===== src/rtl/crash_monitor.sv =====
// Plane/obstacle collision monitor: snapshots obstacle positions on each frame tick,
// scans channels one per cycle, and manages lives, grace period and game over.
module crash_monitor #(
  parameter int NUM_OBS      = 3,
  parameter int COORD_W      = 10,
  parameter int PLANE_X      = 120,
  parameter int PLANE_SIZE   = 16,
  parameter int LIVES        = 3,
  parameter int GRACE_FRAMES = 60
) (
  input  logic                       clock,
  input  logic                       resetn,
  input  logic                       frame_tick,
  input  logic [COORD_W-1:0]         plane_y,
  input  logic [NUM_OBS*COORD_W-1:0] obs_x,
  input  logic [NUM_OBS*COORD_W-1:0] obs_y,
  input  logic [NUM_OBS-1:0]         obs_kind,
  input  logic [NUM_OBS-1:0]         obs_en,
  output logic                       game_over,
  output logic [3:0]                 lives,
  output logic                       hit_pulse,
  output logic [3:0]                 hit_index,
  output logic                       busy,
  output logic                       invuln,
  output logic [2:0]                 dbg_state
);

  // Timing contract: frame_tick is a one-cycle pulse, accepted only in IDLE (it
  // starts a scan) or GRACE (it counts down); ticks in any other state are dropped.
  typedef enum logic [2:0] {
    S_IDLE  = 3'd0,
    S_SCAN  = 3'd1,
    S_HIT   = 3'd2,
    S_GRACE = 3'd3,
    S_OVER  = 3'd4
  } state_t;

  localparam logic [COORD_W:0] PLANE_X_END = (COORD_W+1)'(PLANE_X + PLANE_SIZE);
  localparam logic [COORD_W:0] SIZE_EXT    = (COORD_W+1)'(PLANE_SIZE);

  state_t                     state, state_nx;
  logic [COORD_W-1:0]         snap_py;
  logic [NUM_OBS*COORD_W-1:0] snap_ox, snap_oy;
  logic [NUM_OBS-1:0]         snap_kind, snap_en;
  logic [3:0]                 idx;
  logic [7:0]                 grace_cnt;

  logic [COORD_W-1:0] cur_ox, cur_oy;
  logic               cur_kind, cur_en;
  logic [COORD_W:0]   py_end;
  logic               chan_hit, last_chan;

  always_comb begin
    cur_ox   = '0;
    cur_oy   = '0;
    cur_kind = 1'b0;
    cur_en   = 1'b0;
    for (int i = 0; i < NUM_OBS; i++) begin
      if (idx == 4'(i)) begin
        cur_ox   = snap_ox[i*COORD_W +: COORD_W];
        cur_oy   = snap_oy[i*COORD_W +: COORD_W];
        cur_kind = snap_kind[i];
        cur_en   = snap_en[i];
      end
    end
  end

  // One extra bit keeps plane bottom near the screen edge from wrapping.
  assign py_end    = {1'b0, snap_py} + SIZE_EXT;
  assign chan_hit  = cur_en && (PLANE_X_END >= {1'b0, cur_ox}) &&
                     (cur_kind ? (snap_py == cur_oy) : (py_end >= {1'b0, cur_oy}));
  assign last_chan = (idx == 4'(NUM_OBS - 1));

  always_comb begin
    state_nx  = state;
    busy      = 1'b0;
    hit_pulse = 1'b0;
    invuln    = 1'b0;
    case (state)
      S_IDLE:  if (frame_tick) state_nx = S_SCAN;
      S_SCAN: begin
        busy = 1'b1;
        if (chan_hit)       state_nx = S_HIT;
        else if (last_chan) state_nx = S_IDLE;
      end
      S_HIT: begin
        hit_pulse = 1'b1;
        state_nx  = (lives == 4'd0) ? S_OVER : S_GRACE;
      end
      S_GRACE: begin
        invuln = 1'b1;
        if (frame_tick && grace_cnt <= 8'd1) state_nx = S_IDLE;
      end
      S_OVER:  state_nx = S_OVER;
      default: state_nx = S_IDLE;
    endcase
  end

  always_ff @(posedge clock) begin
    if (!resetn) begin
      state     <= S_IDLE;
      lives     <= 4'(LIVES);
      hit_index <= '0;
      idx       <= '0;
      grace_cnt <= '0;
      snap_py   <= '0;
      snap_ox   <= '0;
      snap_oy   <= '0;
      snap_kind <= '0;
      snap_en   <= '0;
    end else begin
      state <= state_nx;
      case (state)
        S_IDLE: if (frame_tick) begin
          snap_py   <= plane_y;
          snap_ox   <= obs_x;
          snap_oy   <= obs_y;
          snap_kind <= obs_kind;
          snap_en   <= obs_en;
          idx       <= '0;
        end
        // Lives drop on entry to HIT so the HIT cycle already shows the new count.
        S_SCAN: if (chan_hit) begin
          hit_index <= idx;
          lives     <= (lives == 4'd0) ? 4'd0 : lives - 4'd1;
        end else begin
          idx <= idx + 4'd1;
        end
        S_HIT: if (lives != 4'd0) grace_cnt <= 8'(GRACE_FRAMES);
        S_GRACE: if (frame_tick && grace_cnt != 8'd0) grace_cnt <= grace_cnt - 8'd1;
        default: ;
      endcase
    end
  end

  assign game_over = (state == S_OVER) || !resetn;
  assign dbg_state = state;

endmodule

===== config.mk =====
export PLATFORM = sky130hd
export DESIGN_NAME = crash_monitor
export DESIGN_NICKNAME = d
export VERILOG_FILES = /design/src/rtl/crash_monitor.sv
export SDC_FILE = /design/constraint.sdc
export NUM_CORES = 1
export LEC_CHECK = 0
export BUFFER_PORTS_ARGS = -buffer_cell sky130_fd_sc_hd__buf_2
export CELL_PAD_IN_SITES_DETAIL_PLACEMENT = 1
export CELL_PAD_IN_SITES_GLOBAL_PLACEMENT = 1
export CORE_MARGIN = 2
export CORE_UTILIZATION = 36
export DETAILED_ROUTE_END_ITERATION = 12
export GPL_TIMING_DRIVEN = 0
export PLACE_DENSITY = 0.81
export SLEW_MARGIN = 5
export SYNTH_ARGS = -nofsm -noshare
export SYNTH_HDL_FRONTEND = slang
export SYNTH_SLANG_ARGS = --single-unit
export TNS_END_PERCENT = 10

===== constraint.sdc =====
create_clock -name clock -period 3.2 [get_ports clock]
set_clock_uncertainty 0.15 [all_clocks]
set_input_delay 0.32 -clock clock [delete_from_list [all_inputs] [get_ports clock]]
set_output_delay 0.32 -clock clock [all_outputs]
set_load 0.02 [all_outputs]

### After elaboration in Yosys (flattened, before gate mapping)

Index checks and enable logic that the tools add are counted.

* input port bits: 79
* output and inout bits: 15
* flip-flop bits (word level): 99

* magnitude comparators: 3
* muxes and demuxes: 29
* equal/unequal tests: 13
* add/subtract/negate cells: 4
* reduce and logical (&&, ||, !) cells: 18

Operators by type and width (number)
* 10-bit two-way mux: 6
* 8-bit two-way mux: 2
* 8-bit case mux with 2 select lines: 1
* 3-bit two-way mux: 5
* 3-bit case mux with 5 select lines: 1
* 4-bit two-way mux: 3
* 10-bit by 5-bit adder with 11-bit output (second input constant): 1
* 11-bit by 10-bit >= comparator with 1-bit output: 1
* 10-bit == test: 1
* 8-bit by 10-bit >= comparator with 1-bit output (first input constant): 1
* 1-bit two-way mux: 10
* 2-bit inequality test (second input constant): 5
* 3-bit AND reduction: 3
* 8-bit by 1-bit less-or-equal comparator with 1-bit output (second input constant): 1
* 4-bit logical NOT: 2
* 4-bit case mux with 2 select lines: 1
* 8-bit nonzero test: 1
* 8-bit by 1-bit subtractor with 8-bit output (second input constant): 1
* 3-bit by 2-bit == test with 1-bit output (second input constant): 2
* 4-bit by 1-bit adder with 4-bit output (second input constant): 1
* 4-bit by 1-bit == test with 1-bit output (second input constant): 1
* 4-bit by 2-bit == test with 1-bit output (second input constant): 1
* 1-bit logical AND: 4
* 2-bit AND reduction: 2
* 9 further kinds: 10

### Depth between registers and ports, before layout

Gate-level depths: netlist of the first run.

* depth in word-level cells: 9
* mapped depth: 15
* gate-level depth less buffers: 13

### Worst setup path after synthesis of the first run

Ideal clock, no wire load.

* path kind: flip-flop to flip-flop
* start point: reg idx[1]
* end point: reg lives[2]
* library setup time: 72 ps
* path buffers: 1
* arrival time: 3026 ps
* cell stages (with the launch flop): 15
* required time: 2978 ps
* period minus slack after synthesis: 3247 ps
* slack: -47 ps
* path through: dfxtp_1 > inv_1 > ha_1 > buf_4 > nor4b_2 > a221o_1 > o21ai_0 > ha_1 > o21a_1 > o2111ai_1 > a211oi_1 > nor3b_2 > a211o_2 > nor3_1 > mux2i_1

* word-level cells in the longest chain between the ends: 8
* elaborated cells on any way between the ends: 22
* those cells by class: order compare: 2; eq/ne: 3; mux: 13; reduce/logical: 4

RTL lines
* from (decl): RTL line 45 `logic [3:0] idx;`
* from (signal assigned): RTL line 127 `idx <= idx + 4'd1;`
* 4-bit logical NOT: RTL line 59 `if (idx == 4'(i)) begin`
* 10-bit two-way mux (3 in series): RTL line 59
* 11-bit by 10-bit >= comparator with 1-bit output (tied with other cells): RTL line 71 `(cur_kind ? (snap_py == cur_oy) : (py_end >= {1'b0, cur_oy}));`
* 1-bit two-way mux / 1-bit logical AND (equally long branches): RTL line 71, 70
* 1-bit logical AND (*): RTL line 70 `assign chan_hit = cur_en && (PLANE_X_END >= {1'b0, cur_ox}) &&`
* 2-bit AND reduction (no line) (*)
* to (signal assigned): RTL line 102 `lives <= 4'(LIVES);`
* to (signal assigned): RTL line 125 `lives <= (lives == 4'd0) ? 4'd0 : lives - 4'd1;`
* to (decl): RTL line 20 `output logic [3:0] lives,`

Every way passes the cells marked *; elsewhere a longest branch is shown, timed or not.
A chain may end at the register's enable or synchronous reset.

### Worst setup path in the final report of the first run

* start point: reg idx[0]
* end point: reg lives[3]

Same word-level chain as after synthesis.

==> implementation parameters, run 1 <==
Parameter                              Value

Drt
  WL met3    591 um
  Via count of the routed design    4,702
  Total routed wirelength    14.9 mm
  Routed vias/inst    5.26
  Wire length per cell    16.7 um
  Met1 wire length    6.63 mm
  Count of unresolved DRC violations after routing    0
  1st-iter DRT viols    199
  Antenna-violating nets left    0
  Uppermost layer routed    met4
  1st-pass router iterations    4
  Met2 wire length    7.54 mm

Floorplan
  Ports placed on the boundary    94
  Std-Cell Core Area    12,700 um^2
  Die Footprint    13,900 um^2
  Standard-cell rows    41
  Initial Utilization    36.9%
  Die Y-Extent    118 um
  Die Span X    118 um

Final layout
  Cell Count, Final, Fillers Out    894
  Net count, final    816
  P&R area growth vs syn    27.3%
  Layout filler cell count    1,605
  Antenna diode instance count    0
  Layout cells sized above 1    24.0%

Min path
  Hold wc startpoint    obs_y[22]
  Sink of the worst hold path    snap_oy[22]
  HP Class    input pin to flop
  Hold Path Stages    3

Synth
  Synth cell types    62
  Synthesized net count    695
  Biggest area contributors in the synthesized netlist    sky130_fd_sc_hd__dfxtp_1 42%, sky130_fd_sc_hd__nand2_1 14%, sky130_fd_sc_hd__a21oi_1 10%, sky130_fd_sc_hd__ha_1 4.5%, sky130_fd_sc_hd__o21ai_0 2.4%
  Mean instance size in the synthesized netlist    7.81 um^2
  Main flop type after synthesis    sky130_fd_sc_hd__dfxtp_1
  Share of the synthesized area in the top cell type    42.3%
  Commonest cells post-synth    173 x sky130_fd_sc_hd__nand2_1, 99 x sky130_fd_sc_hd__dfxtp_1, 94 x sky130_fd_sc_hd__a21oi_1
  EDFF count, synth    0
  Sequential area share after synthesis    42.3%
  Async set-reset flop share out of synthesis    0%
  Leading area contributor after synthesis    sky130_fd_sc_hd__dfxtp_1
  Cell Area, Synth    4680 um^2
  Library cell with the highest instance count after synthesis    sky130_fd_sc_hd__nand2_1
  Count of warnings emitted by yosys    0
  Count of mapped cells out of synthesis    599
  Flop and latch count out of synthesis    99

Worst setup path
  Stage delay of the slowest cell on the critical path    370 ps
  Worst endpoint data arrival time    3560 ps
  Critical-path cell with the highest stage delay    sky130_fd_sc_hd__dfxtp_4
  Cells on worst reg2reg path    15
  FF-to-FF Start    idx[0]
  Maximum net fanout on the critical path    6
  Endpoint kind of the worst setup timing path    flop
  Sum of buffers and inverters on the critical path    3
  Largest delay share family, worst path    compound AO/OA/AOI/OAI gates
  Kind of launch point of the worst setup path    flop
  Capture point of the worst reg-to-reg path    lives[3]
  Critical Path, Cell by Cell    inv_4, ha_4, buf_6, nor4b_4, buf_6, a221o_1, o21ai_1, ha_2, o21a_1, o2111ai_2, a211oi_2, nor3b_2, a211oi_4, nand2_2, o311a_1
  Top cell by count, worst path    sky130_fd_sc_hd__buf_6
  Kind of critical path    flop to flop
  CP required    3290 ps
  Flop2flop setup slack    -270 ps

Global route
  Antenna violations before repair    0
  Global-route wire length before repair    23.8 mm
  Global routing usage summed across all routing layers    21.2%
  Via count of the first global-routing pass    4,959
  Residual overflow from global routing    0
  Largest net degree at the start of global routing    15

STA
  Number of pins exceeding their max-slew limit in the final report    0
  Number of failing hold endpoints at the final stage    0
  Period minus WS final    3470 ps
  Slew headroom    48.0%
  Final setup violation count    13
  Share of the clock period used by the worst path    108%
  Achievable Freq    0.288 GHz
  Setup repair after global routing missed its margin    yes
  Slew at the pin closest to its max-slew limit    774 ps
  Worst Slack Setup Final    -268 ps

Clocking
  Clk slew on worst S/H paths    70 ps
  Clock latency reported for the late side of the worst-skew pair    350 ps
  Clock Tree Root    sky130_fd_sc_hd__clkbuf_16
  CTS Buffer Depth    2
  CTS sink count    99
  Hold buffer count at cts    0
  Clock tree from TritonCTS    built
  Deepest level of the CTS H-tree    3
  Inserted Clock Buffers    9

Power and ir drop
  PwrDens    892 nW/um^2
  Leakage    2.38 nW
  Total power    5.31 mW
  IR Drop Worst-Case VDD    457 uV

Place
  Port buffer count    93
  Placed Cells    864
  Routability Congestion    0.888
  Detailed placer's ending HPWL    11.0 mm

Status
  Failing checks    negative setup slack
  Status    complete, but fails checks

Flow run
  Max Cap Viol    0
worst register-to-register path, delay by kind of cell (launching register included):
kind / cells / cell delay [ps]
AOI/OAI and AO/OA: 7 / 1540
adders and majority gates: 2 / 470
buffers and inverters: 3 / 340
DFF: 1 / 370
and+or+nand+nor: 3 / 480
logic make-up after synthesis:
family	synth area share (%)
XOR/XNOR	2.25
multiplexers	0.428
adder cells (fa/ha/maj)	4.54
flip-flops	42.3
AO/OA/AOI/OAI	21.6
AND/OR/NAND/NOR	24.1
buffers and inverters	4.78
what timing repair did:
| action | in CTS | in global routing |
|---|---|---|
| cloned | 0 | 0 |
| endpoints found under the setup margin | 13 | 13 |
| pin swaps | 20 | 15 |
| hold endpoints to repair | 0 | 0 |
| buffers inserted | 10 | 8 |
| resized for setup | 29 | 21 |
power by group:
part	total (mW)	switching, mW	leakage [nW]	internal [mW]
clock	1.09	0.457	0.140	0.636
sequential	1.69	0.199	0.812	1.50
combinational	2.53	1.48	1.43	1.05
state kept, by name, indices dropped and copies added, names as in the netlist:
register,flops
lives,4
idx,4
snap_oy,30
hit_index,4
snap_kind,3
snap_ox,30
dbg_state,3
grace_cnt,8
snap_en,3
snap_py,10
how the worst max path moves through the flow:
stage	cells after the start	slack [ps]	end	startpoint
global placement	14	-590	lives[3]	idx[1]
floorplan	15	50	lives[2]	idx[1]
global route	15	-440	lives[3]	idx[0]
detailed placement	14	-700	lives[3]	idx[1]
CTS	15	-250	idx[1]	idx[1]
finish	15	-270	lives[3]	idx[0]
per-layer routing:
layer / global-route usage (%) / vias to the layer above
li1: - / 2302
met1: 25.6 / 2301
met2: 38.1 / 87
met3: 3.63 / 12
met4: 6.48 / 0
met5: 0 / -
layout make-up:
class | count | area (um^2) | area share, %
inverter | 15 | 61.3 | 1.03
sequential | 99 | 1990 | 33.4
clock inverter | 2 | 37.5 | 0.630
multi-input combinational | 449 | 2620 | 43.9
buffer | 35 | 173 | 2.90
clock buffer | 11 | 253 | 4.24
timing repair buffer | 111 | 612 | 10.3
tap | 172 | 215 | 3.61
per-stage QoR:
stage	setup TNS [ps]	area [um^2]	utilization (%)	worst slack, ps	hold slack, ps
after floorplan	0	4690	-	46.9	282
after global placement	-6040	5380	42.4	-588	294
after detailed placement	-7190	5380	42.4	-705	300
after CTS	-2480	5840	46.1	-251	50.1
after global routing	-4210	5960	47.0	-443	65.9
final	-2110	5960	47.0	-268	56.2
layout by cell type (no fill, tap or decap), types with 4 or more instances in the layout:
master	instances
sky130_fd_sc_hd__clkbuf_8	4
sky130_fd_sc_hd__a21oi_1	93
sky130_fd_sc_hd__buf_1	4
sky130_fd_sc_hd__buf_4	16
sky130_fd_sc_hd__nor2_1	20
sky130_fd_sc_hd__clkbuf_1	24
sky130_fd_sc_hd__clkbuf_16	9
sky130_fd_sc_hd__xnor2_1	7
sky130_fd_sc_hd__nand2_1	172
sky130_fd_sc_hd__dfxtp_1	95
sky130_fd_sc_hd__xor2_1	5
sky130_fd_sc_hd__nor2b_1	5
sky130_fd_sc_hd__nor3_1	7
sky130_fd_sc_hd__o21a_1	4
sky130_fd_sc_hd__buf_6	5
sky130_fd_sc_hd__nand3_1	9
sky130_fd_sc_hd__o21ai_0	15
sky130_fd_sc_hd__buf_2	95
sky130_fd_sc_hd__inv_1	11
sky130_fd_sc_hd__o21ai_1	7
sky130_fd_sc_hd__ha_1	13
sky130_fd_sc_hd__nand3b_1	6
sky130_fd_sc_hd__a221o_1	5
Power figures use the tool's default switching activity.
==> run 2: changes to the inputs <==
BUFFER_PORTS_ARGS = -buffer_cell sky130_fd_sc_hd__clkbuf_2   (was -buffer_cell sky130_fd_sc_hd__buf_2)
==> implementation parameters, run 2 (synthesized netlist as in run 1, its figures left out) <==
Parameter                              Value

Status
  Status    complete, but fails checks
  Failing checks    negative setup slack

STA
  Number of failing hold endpoints at the final stage    0 (unchanged)
  Final setup violation count    13 (unchanged)
  Setup repair after global routing missed its margin    yes
  Worst Slack Setup Final    -306 ps (-37.9 ps)
  Slew at the pin closest to its max-slew limit    709 ps (-65.9 ps)
  Achievable Freq    0.285 GHz (-1.1%)
  Period minus WS final    3510 ps (+37.9 ps)
  Setup TNS    -3090 ps (-980 ps)
  Share of the clock period used by the worst path    110% (+1.2 points)
  Number of pins exceeding their max-slew limit in the final report    0 (unchanged)
  Slew headroom    52.4% (+4.4 points)

Final layout
  Antenna diode instance count    0 (unchanged)
  Layout cells sized above 1    22.6% (-1.4 points)
  Highest-count cells in the layout ignoring fill and taps    172 x sky130_fd_sc_hd__nand2_1, 97 x sky130_fd_sc_hd__dfxtp_1, 93 x sky130_fd_sc_hd__a21oi_1, 93 x sky130_fd_sc_hd__clkbuf_2, 24 x sky130_fd_sc_hd__clkbuf_1
  Layout filler cell count    1,597 (-0.50%)
  P&R area growth vs syn    24.9%
  Registers with the most flip-flops    snap_ox (30), snap_oy (30), snap_py (10)
  Final Core Density    46.1% (-0.90 points)
  Most common cell after layout, fill and taps aside    sky130_fd_sc_hd__nand2_1
  Net count, final    810 (-0.74%)

Clocking
  Deepest level of the CTS H-tree    3 (unchanged)
  Clock latency reported for the late side of the worst-skew pair    350 ps (about the same)
  CTS sink count    99 (unchanged)
  Inserted Clock Buffers    9 (unchanged)
  Hold buffer count at cts    0 (unchanged)
  CTS Buffer Depth    2 (unchanged)
  Clock tree from TritonCTS    built
  Clock Tree Root    sky130_fd_sc_hd__clkbuf_16
  Clk slew on worst S/H paths    70 ps (about the same)

Worst setup path
  Critical Path, Cell by Cell    buf_4, ha_1, and2_1, buf_2, a221oi_2, nor2_1, ha_1, nand4_1, nor2_1, and3_1, nand4_2, a211oi_4, nand2_2, o311a_1
  Endpoint kind of the worst setup timing path    flop
  Flop2flop setup slack    -310 ps (-40 ps)
  Critical Path Source    idx[1]
  Worst endpoint data arrival time    3600 ps (+40 ps)
  Kind of launch point of the worst setup path    flop
  CP required    3290 ps (about the same)
  FF-to-FF Start    idx[1]
  Cells on worst reg2reg path    14 (-1)
  Endpoint of the most critical setup path    lives[3]
  Capture point of the worst reg-to-reg path    lives[3]
  Maximum net fanout on the critical path    9 (+3)
  Stage delay of the slowest cell on the critical path    390 ps (+20 ps)
  Kind of critical path    flop to flop
  Critical-path cell with the highest stage delay    sky130_fd_sc_hd__a211oi_4

Place
  Detailed placer's ending HPWL    10.9 mm (-0.35%)
  Routability Congestion    0.879 (-0.91%)
  Port buffer count    93 (unchanged)

Drt
  Via count of the routed design    4,637 (-1.4%)
  Wire length per cell    16.5 um (-1.2%)
  1st-iter DRT viols    218 (+9.5%)
  Routed vias/inst    5.21 (-0.94%)
  Count of unresolved DRC violations after routing    0 (unchanged)
  Total routed wirelength    14.7 mm (-1.7%)
  1st-pass router iterations    4 (unchanged)
  Antenna-violating nets left    0 (unchanged)

Min path
  HP Class    input pin to flop
  Hold Path Stages    3 (unchanged)

Global route
  Via count of the first global-routing pass    4,987 (+0.56%)
  Residual overflow from global routing    0 (unchanged)
  Global routing usage summed across all routing layers    21.5% (+0.34 points)
  Antenna violations before repair    0 (unchanged)
  Largest net degree at the start of global routing    16 (+1)
  Global-route wire length before repair    24.1 mm (+1.2%)

Power and ir drop
  Leakage    2.36 nW (-1.0%)
  Switching part of the total power    41.4% (+1.2 points)
  IR Drop Worst-Case VDD    533 uV (+17%)
  PwrDens    874 nW/um^2 (-2.0%)
  Sw Pwr    2.12 mW (-0.90%)
  Part of the total power dissipated in the clock network    20.5% (about the same)
  Sequential power share    33.0% (+1.1 points)
  Relative contribution of combinational cells to total power    46.5% (-1.1 points)
  Internal power    2.99 mW (-5.8%)

Flow run
  Max Cap Viol    0 (unchanged)

Floorplan
  Standard-cell rows    41 (unchanged)
  Initial Utilization    36.9% (unchanged)
  Die Footprint    13,900 um^2 (unchanged)
  Ports placed on the boundary    94 (unchanged)
  Die Y-Extent    118 um (unchanged)
  Die Span X    118 um (unchanged)
  Std-Cell Core Area    12,700 um^2 (unchanged)
==> run 2: worst min path at each step <==
stage | end | slack (ps) | startpoint
2_1_floorplan | snap_en[2] | 280 | snap_en[2]
3_3_place_gp | snap_ox[29] | 290 | snap_ox[29]
3_5_place_dp | snap_oy[21] | 300 | snap_oy[21]
4_1_cts | snap_ox[10] | 30 | obs_x[10]
5_1_grt | snap_ox[21] | 40 | obs_x[21]
6_report | snap_ox[10] | 40 | obs_x[10]
==> run 2: area by class of cell <==
| type | instances | area (um^2) | area share (%) |
|---|---|---|---|
| multi-input cells | 449 | 2570 | 44.0 |
| flip-flops and latches | 99 | 1990 | 34.0 |
| repair buffers | 104 | 556 | 9.50 |
| clock buffers | 11 | 253 | 4.32 |
| well taps | 172 | 215 | 3.68 |
| plain buffers | 36 | 178 | 3.04 |
| inverters | 15 | 58.8 | 1.01 |
| clock inverters | 4 | 26.3 | 0.449 |
==> run 2: metal layers <==
layer | global-route usage (%) | wire (um) | part of all wire [%]
met3 | 4.26 | 600 | 4.1
met5 | 0 | 0 | 0
met2 | 38.4 | 7290 | 50
met1 | 25.8 | 6550 | 45
met4 | 6.85 | 231 | 1.6
==> run 2: worst max-delay path: cells and delay by family (launching register included) <==
family	cells	cell delay, ps
simple gates	7	1010
compound gates	3	980
flops	1	350
fa+ha+maj	2	550
buf+inv	2	350
==> run 2: power by group through the flow <==
stage               combinational (mW)  clock (mW)  sequential [mW]
floorplan                         1.53           0             1.66
global placement                  2.01           0             1.68
detailed placement                2.13           0             1.70
CTS                               2.32        1.05             1.68
global route                      2.64        1.10             1.72
finish                            2.38        1.05             1.69
==> run 2: repair_timing <==
item / CTS / global route
resized for setup: 27 / 6
endpoints found under the setup margin: 13 / 13
pin swaps: 21 / 3
setup buffers: 10 / 1
==> run 2: stage by stage <==
step / instance area, um^2 / worst slack (ps) / hold slack (ps) / std cells / power, mW
2_1_floorplan: 4690 / 46.9 / 282 / 599 / 3.19
3_3_place_gp: 5380 / -585 / 294 / 864 / 3.69
4_1_cts: 5820 / -271 / 34.0 / 889 / 5.06
3_5_place_dp: 5380 / -707 / 299 / 864 / 3.83
6_report: 5850 / -306 / 35.8 / 890 / 5.11
5_1_grt: 5850 / -454 / 42.8 / 890 / 5.46
